`config.mk`:
```
export PLATFORM = sky130hd
export DESIGN_NAME = fetch_stage
export DESIGN_NICKNAME = d
export VERILOG_FILES = /design/src/rtl/fetch_stage.sv
export SDC_FILE = /design/constraint.sdc
export NUM_CORES = 1
export LEC_CHECK = 0
export ABC_AREA = 0
export CELL_PAD_IN_SITES_DETAIL_PLACEMENT = 1
export CELL_PAD_IN_SITES_GLOBAL_PLACEMENT = 1
export CORE_MARGIN = 2
export CORE_UTILIZATION = 50
export CTS_CLUSTER_SIZE = 16
export DETAILED_ROUTE_END_ITERATION = 10
export DONT_BUFFER_PORTS = 1
export PLACE_DENSITY_LB_ADDON = 0.1
export SYNTH_ARGS = -nofsm -noshare
export SYNTH_HDL_FRONTEND = slang
export SYNTH_SLANG_ARGS = --single-unit
```
`constraint.sdc`:
```
create_clock -name clk -period 4.5 [get_ports clk]
set_input_delay 0.675 -clock clk [delete_from_list [all_inputs] [get_ports clk]]
set_output_delay 0.675 -clock clk [all_outputs]
set_load 0.03 [all_outputs]
```
`src/rtl/fetch_stage.sv`:
```
// ---------------------------------------------------------------------------
// fetch_stage
//
// Instruction-fetch stage of a five-stage pipeline. Holds the program
// counter, reads an asynchronous instruction memory, assembles one-word and
// two-word (opcode + immediate) instructions and drives the fetch/decode
// pipeline register.
//
// Ports:
//   clk            in   single clock, all state updates on the rising edge
//   rst            in   synchronous active-low reset
//   stall          in   hazard-unit stall: hold PC, FSM, hold register, F/D
//   FD_reset       in   branch flush: redirect PC, squash in-flight fetch
//   branch_target  in   redirect address, used only when FD_reset=1
//   imem_addr      out  instruction-memory address (always the PC register)
//   imem_data      in   instruction-memory read data for imem_addr
//   fd_instr       out  opcode word to decode
//   fd_imm         out  immediate word (0 for one-word instructions)
//   fd_pc          out  address of the opcode word
//   fd_valid       out  F/D register holds a real instruction (0 = bubble)
// ---------------------------------------------------------------------------
module fetch_stage #(
    parameter int unsigned          PC_WIDTH     = 32,
    parameter int unsigned          INSTR_WIDTH  = 16,
    parameter int unsigned          IMM_BIT      = 15,
    parameter logic [PC_WIDTH-1:0]  RESET_VECTOR = {PC_WIDTH{1'b0}}
) (
    input  logic                   clk,
    input  logic                   rst,
    input  logic                   stall,
    input  logic                   FD_reset,
    input  logic [PC_WIDTH-1:0]    branch_target,
    output logic [PC_WIDTH-1:0]    imem_addr,
    input  logic [INSTR_WIDTH-1:0] imem_data,
    output logic [INSTR_WIDTH-1:0] fd_instr,
    output logic [INSTR_WIDTH-1:0] fd_imm,
    output logic [PC_WIDTH-1:0]    fd_pc,
    output logic                   fd_valid
);

    typedef enum logic [0:0] {
        ST_OP  = 1'b0,   // next word is an opcode
        ST_IMM = 1'b1    // next word is the immediate of a held opcode
    } state_t;

    state_t                 state_q,    state_d;
    logic [PC_WIDTH-1:0]    pc_q,       pc_d;
    logic [INSTR_WIDTH-1:0] hold_q,     hold_d;
    logic [INSTR_WIDTH-1:0] fd_instr_q, fd_instr_d;
    logic [INSTR_WIDTH-1:0] fd_imm_q,   fd_imm_d;
    logic [PC_WIDTH-1:0]    fd_pc_q,    fd_pc_d;
    logic                   fd_valid_q, fd_valid_d;

    logic [PC_WIDTH-1:0]    pc_inc_s;
    logic [PC_WIDTH-1:0]    pc_dec_s;

    // Modulo-2^PC_WIDTH neighbours of the PC; a two-word instruction may
    // straddle the wrap point, so PC-1 of address 0 is all-ones.
    assign pc_inc_s = pc_q + {{(PC_WIDTH-1){1'b0}}, 1'b1};
    assign pc_dec_s = pc_q - {{(PC_WIDTH-1){1'b0}}, 1'b1};

    // Memory address comes straight from the register so it only moves on
    // a rising edge.
    assign imem_addr = pc_q;
    assign fd_instr  = fd_instr_q;
    assign fd_imm    = fd_imm_q;
    assign fd_pc     = fd_pc_q;
    assign fd_valid  = fd_valid_q;

    // Next-state logic: flush beats stall beats normal fetch.
    always_comb begin
        state_d    = state_q;
        pc_d       = pc_q;
        hold_d     = hold_q;
        fd_instr_d = fd_instr_q;
        fd_imm_d   = fd_imm_q;
        fd_pc_d    = fd_pc_q;
        fd_valid_d = fd_valid_q;

        if (FD_reset) begin
            // Redirect; any half-assembled instruction is dropped. The
            // payload fields are left alone since fd_valid marks a bubble.
            pc_d       = branch_target;
            state_d    = ST_OP;
            hold_d     = {INSTR_WIDTH{1'b0}};
            fd_valid_d = 1'b0;
        end else if (stall) begin
            // Everything holds, including fd_valid.
            state_d = state_q;
        end else begin
            pc_d = pc_inc_s;
            case (state_q)
                ST_OP: begin
                    if (imem_data[IMM_BIT]) begin
                        // Opcode of a two-word instruction: park it and
                        // emit a bubble while the immediate is fetched.
                        hold_d     = imem_data;
                        fd_valid_d = 1'b0;
                        state_d    = ST_IMM;
                    end else begin
                        fd_instr_d = imem_data;
                        fd_imm_d   = {INSTR_WIDTH{1'b0}};
                        fd_pc_d    = pc_q;
                        fd_valid_d = 1'b1;
                        state_d    = ST_OP;
                    end
                end
                ST_IMM: begin
                    // The word here is data regardless of its IMM_BIT.
                    fd_instr_d = hold_q;
                    fd_imm_d   = imem_data;
                    fd_pc_d    = pc_dec_s;
                    fd_valid_d = 1'b1;
                    state_d    = ST_OP;
                end
                default: begin
                    state_d    = ST_OP;
                    fd_valid_d = 1'b0;
                end
            endcase
        end
    end

    // State and F/D register update with synchronous active-low reset.
    always_ff @(posedge clk) begin
        if (!rst) begin
            state_q    <= ST_OP;
            pc_q       <= RESET_VECTOR;
            hold_q     <= {INSTR_WIDTH{1'b0}};
            fd_instr_q <= {INSTR_WIDTH{1'b0}};
            fd_imm_q   <= {INSTR_WIDTH{1'b0}};
            fd_pc_q    <= {PC_WIDTH{1'b0}};
            fd_valid_q <= 1'b0;
        end else begin
            state_q    <= state_d;
            pc_q       <= pc_d;
            hold_q     <= hold_d;
            fd_instr_q <= fd_instr_d;
            fd_imm_q   <= fd_imm_d;
            fd_pc_q    <= fd_pc_d;
            fd_valid_q <= fd_valid_d;
        end
    end

endmodule

```
# Word-level counts from Yosys, hierarchy flattened
# Cells that the tools add are included.
[totals]
reg_bits = 114
input_bits = 52
output_inout_bits = 97
[op_classes]
n_addsub = 2
n_eq_ne = 2
n_mux = 12
bitwise_logic = 4
reduce_logical = 3
[op_table]
columns = ["op", "count"]
rows = [
  ["$mux 32", 3],
  ["$pmux 16 s2", 2],
  ["$pmux 32 s2", 1],
  ["$add 32x1->32 const B", 1],
  ["$mux 16", 2],
  ["$sub 32x1->32 const B", 1],
  ["$reduce_and 3->1", 2],
  ["$not 1->1", 4],
  ["$pmux 1 s2", 2],
  ["$mux 1", 2],
  ["$ne 2x1->1 const B", 1],
  ["$ne 2x2->1 const B", 1],
  ["$reduce_or 2->1", 1],
]

# Depth between registers and ports, before layout
[logic_depth]
depth_word = 3
depth_mapped = 8
depth_no_buf = 7

# Worst setup path before layout
# Ideal clock, no wire load.
[synth_path]
path_type = "register to register"
start = "register pc_q[19], in the netlist imem_addr[19]"
end = "register fd_pc_q[27], in the netlist fd_pc[27]"
setup_time_ns = 0.070
t_arrival_ns = 2.288
path_slack_ns = 2.142
path_stages_with_launch = 7
n_path_buf = 1
synth_period_minus_slack_ns = 2.358
path_cell_list = "dfxtp_1 > buf_6 > or4_4 > or4_4 > nor3_4 > mux2_1 > o2bb2ai_1"
[synth_between]
elab_chain_cells = 2
[synth_lines]
columns = ["element", "line_no", "source"]
rows = [
  ["start, declared", "47", "logic [PC_WIDTH-1:0] pc_q, pc_d;"],
  ["start signal, assigned", "136", "pc_q <= pc_d;"],
  ["$sub 32x1->32", "60", "assign pc_dec_s = pc_q - {{(PC_WIDTH-1){1'b0}}, 1'b1};"],
  ["$pmux 32 s2", "92", "case (state_q)"],
  ["end signal, assigned", "132", "fd_pc_q <= {PC_WIDTH{1'b0}};"],
  ["end signal, assigned", "140", "fd_pc_q <= fd_pc_d;"],
  ["end, declared", "51", "logic [PC_WIDTH-1:0] fd_pc_q, fd_pc_d;"],
]
# No other way between the ends.
# A chain may end at the register's enable or synchronous reset.

# Final worst setup path
[layout_path]
start = "register pc_q[1], in the netlist imem_addr[1]"
end = "register pc_q[30], in the netlist imem_addr[30]"
[layout_between]
elab_chain_cells = 3
[layout_lines]
columns = ["element", "line_no", "source"]
rows = [
  ["$add 32x1->32", "59", "assign pc_inc_s = pc_q + {{(PC_WIDTH-1){1'b0}}, 1'b1};"],
  ["$mux 32", "87", "end else if (stall) begin"],
  ["$mux 32", "80", "if (FD_reset) begin"],
]
# No other way between the ends. The select of a mux whose other input is x is not followed.

==> out/qor.txt <==
DIE
-----------------------------------------------------------------------------------------
Floorplan die area ......................................................... 11,580 sq um
Die Y-Extent ...............................................................     107.6 um
Std-Cell Core Area ......................................................... 10,370 sq um
Initial core utilization ...................................................       51.75%
Die Width ..................................................................     107.6 um
Placement Rows .............................................................           37
Number of placed I/O pins ..................................................          149

FINAL LAYOUT
-----------------------------------------------------------------------------------------
Number of antenna repair diodes ............................................            0
Fillers ....................................................................        1,234
Area of all sequential standard cells ......................................   2282 sq um
Area growth from synthesis to layout .......................................       10.33%
Area of the multi-input gates ..............................................   2809 sq um
Layout cell share with drive strength beyond 1 .............................       8.091%
Fraction of the core area covered by cells at the end of the flow ..........       57.09%
Number of nets in the layout ...............................................          660

CLOCK NETWORK
-----------------------------------------------------------------------------------------
CTS buffer count ...........................................................           17
Worst-path clk slew ........................................................        60 ps
Clock latency at the later pin of the worst-skew pair ......................       520 ps
Number of buffers inserted to repair setup after CTS .......................            0
Clk sinks ..................................................................          114
Root buffer cell ........................................................... sky130_fd_sc_hd__clkbuf_8
Post_cts resized ...........................................................            0
Hold Buf Count CTS .........................................................            0
H-tree level count .........................................................            4
Clk buf depth ..............................................................            2
TritonCTS clock tree .......................................................        built

SYNTHESIS
-----------------------------------------------------------------------------------------
Combinational family with the most area after synthesis .................... simple AND/OR/NAND/NOR gates
Most used standard cell by instance count after synthesis .................. sky130_fd_sc_hd__dfxtp_1
Proportion of register bits with asynchronous set or reset after synthesis .           0%
Proportion of synthesized area in mux cells ................................       3.754%
Number of library cell types mapped by synthesis ...........................           50
Adder-cell share of the synthesized area ...................................      0.4663%
Top-area cell type share of the netlist area ...............................       42.53%
Share of synthesized cell area in and, or, nand and nor gates ..............       21.54%
Post-Synthesis Cell Area ...................................................   5366 sq um
Mapped Nets ................................................................          699
Post-Synth XOR/XNOR Area ...................................................       8.813%
Yosys warnings .............................................................            0
Yosys reg bits .............................................................          114
Top cells by area in the synthesized netlist ............................... sky130_fd_sc_hd__dfxtp_1 43%, sky130_fd_sc_hd__xnor2_1 6.5%, sky130_fd_sc_hd__a21oi_1 5.4%
Post-synth EDFFs ...........................................................            0
Top FF cell, synth ......................................................... sky130_fd_sc_hd__dfxtp_1
Register area share after synthesis ........................................       42.53%
Cell type with the highest aggregate area in the netlist ................... sky130_fd_sc_hd__dfxtp_1
Compound-gate portion of the synthesized area ..............................       17.74%
Post-Synthesis Mean Instance Area ..........................................  8.320 sq um
Most frequent cells after synthesis ........................................ 114 x sky130_fd_sc_hd__dfxtp_1, 63 x sky130_fd_sc_hd__nor2_1, 58 x sky130_fd_sc_hd__a21oi_1, 58 x sky130_fd_sc_hd__nand2_1, 50 x sky130_fd_sc_hd__clkbuf_1
Number of standard cells after synthesis ...................................          645

ROUTE
-----------------------------------------------------------------------------------------
Count of vias placed by the detailed router ................................        4,647
Via-to-Cell Ratio ..........................................................        6.163
Number of DRC violations after detailed-routing iteration 0 ................          256
Detailed Route WL ..........................................................    15,750 um
DRC violation count after routing ..........................................            0
Antenna Violating Nets Remaining ...........................................            0
Wirelength per Cell ........................................................     20.88 um
First-pass DRT Iterations ..................................................            7

JOB
-----------------------------------------------------------------------------------------
Max-capacitance violation count ............................................            0

GLOBAL ROUTE
-----------------------------------------------------------------------------------------
Number of antenna violations at the first check in global routing ..........            0
Leftover overflow at the end of global routing .............................            0
Maximum number of pins on one net before global-route repair ...............           69
Global-route usage over all layers .........................................       27.96%
Global-route wire length before repair .....................................    25,250 um
Vias in the first global route .............................................        4,826

TIMING
-----------------------------------------------------------------------------------------
Rel. slew slack ............................................................       15.50%
Pins over their slew limit .................................................            0
RSZ-0062 raised after global routing .......................................           no
Endpoints failing setup ....................................................            0
Final Critical Period ......................................................      2603 ps
Post-route setup TNS .......................................................         0 ps
Skew final .................................................................     6.236 ps
Maximum frequency from static timing analysis ..............................    384.1 MHz
Worst Tran Pin Value .......................................................      1267 ps
Number of hold violations in the final report ..............................            0
Final period util ..........................................................       57.85%

SETUP PATH
-----------------------------------------------------------------------------------------
Startpoint types ...........................................................         flop
Arrival time of the worst setup path .......................................      3010 ps
Crit Path Class ............................................................      reg2reg
Type of element capturing the critical path ................................         flop
Max FO, Critical Path ......................................................            9
Endpoint required time on the critical path ................................      4910 ps

RUN STATUS
-----------------------------------------------------------------------------------------
Outcome .................................................................... finished clean

POWER AND IR DROP
-----------------------------------------------------------------------------------------
Final total power ..........................................................     2.750 mW
Static leakage .............................................................     1.926 nW
Pwr/cell area .............................................................. 464.4 nW/um^2
Worst voltage drop across the vdd grid .....................................    0.2088 mV

PLACEMENT
-----------------------------------------------------------------------------------------
Routability cong. ..........................................................       0.8060
Number of buffer cells added on primary ports ..............................            0
DP HPWL ....................................................................    10,630 um

MIN PATH
-----------------------------------------------------------------------------------------
Worst min-delay path category ..............................................       in2reg

-- stage by stage --
stage / instances / hold slack (ps) / worst slack, ps / area (sq um)
after floorplan: 645 / 436.0 / 2142 / 5366
final: 754 / 289.7 / 1897 / 5921
after global routing: 754 / 275.0 / 1689 / 5921
after CTS: 754 / 265.5 / 1905 / 5921
after detailed placement: 723 / 450.6 / 1932 / 5321
after global placement: 723 / 441.6 / 1985 / 5321
-- per-layer routing --
| metal | routed length, um | part of all wire [%] | vias up | GRT usage, % |
|---|---|---|---|---|
| li1 | - | - | 2199 | - |
| met1 | 6594 | 42 | 2277 | 34.60 |
| met2 | 7705 | 49 | 157 | 46.05 |
| met3 | 1298 | 8.2 | 14 | 9.019 |
| met4 | 149 | 0.95 | 0 | 9.066 |
| met5 | 0 | 0 | - | 0 |
-- kinds of logic after synthesis --
| kind of cell | Yosys count |
|---|---|
| AND/OR/NAND/NOR | 224 |
| AO/OA/AOI/OAI | 161 |
| flip-flops | 114 |
| buffers and inverters | 70 |
| XOR/XNOR | 54 |
| multiplexers | 20 |
| adder cells (fa/ha/maj) | 2 |
-- registers in the layout, indices dropped and copies added (netlist names) --
signal / count
state_q: 1
fd_valid: 1
imem_addr: 32
fd_instr: 16
fd_pc: 32
hold_q: 16
fd_imm: 16
-- path summary, 6_finish.rpt --
kind / startpoint / to / slack (ps) / depth (start not counted)
setup reg to reg: imem_addr[1] / imem_addr[30] / 1900 / 6
setup / recovery: imem_addr[1] / imem_addr[30] / 1900 / 6
hold reg to reg: hold_q[1] / hold_q[1] / 450 / 2
hold / removal: imem_data[13] / hold_q[13] / 290 / 2
-- layout make-up --
cell class	instances	area share, %
clock inverters	12	2.663
repair buffers	4	0.5072
multi-input cells	461	47.44
inverters	8	0.5072
flip-flops and latches	114	38.55
well taps	136	2.874
clock buffers	19	7.460
-- cell usage in the layout (no fill, tap or decap), types with 4 or more instances in the layout --
master / n
sky130_fd_sc_hd__xor2_1: 14
sky130_fd_sc_hd__nand2_1: 58
sky130_fd_sc_hd__nor2_1: 63
sky130_fd_sc_hd__inv_1: 6
sky130_fd_sc_hd__xnor2_1: 40
sky130_fd_sc_hd__buf_4: 4
sky130_fd_sc_hd__a22oi_1: 17
sky130_fd_sc_hd__clkbuf_16: 16
sky130_fd_sc_hd__nor3_1: 19
sky130_fd_sc_hd__and2_1: 4
sky130_fd_sc_hd__nor4_1: 10
sky130_fd_sc_hd__a21oi_1: 58
sky130_fd_sc_hd__a211oi_1: 25
sky130_fd_sc_hd__and3_1: 5
sky130_fd_sc_hd__nand3_1: 16
sky130_fd_sc_hd__nand4_1: 12
sky130_fd_sc_hd__or3_1: 6
sky130_fd_sc_hd__o21ai_0: 46
sky130_fd_sc_hd__dfxtp_1: 114
sky130_fd_sc_hd__mux2i_1: 19
sky130_fd_sc_hd__and4_1: 6
-- worst max-delay path, stage by stage (launching register included) --
cell	delay [ps]
sky130_fd_sc_hd__dfxtp_1	700
sky130_fd_sc_hd__ha_1	250
sky130_fd_sc_hd__nor2b_1	450
sky130_fd_sc_hd__nand3_1	360
sky130_fd_sc_hd__nor2_1	300
sky130_fd_sc_hd__a31oi_1	140
sky130_fd_sc_hd__o311a_1	290
-- report_power, final --
group | switching (mW) | internal (mW) | leakage, nW
clock network | 0.485 | 0.871 | 0.286
registers | 0.156 | 1.06 | 0.933
logic | 0.109 | 0.0724 | 0.707
total | 0.750 | 2.00 | 1.93
Power figures use the tool's default switching activity.
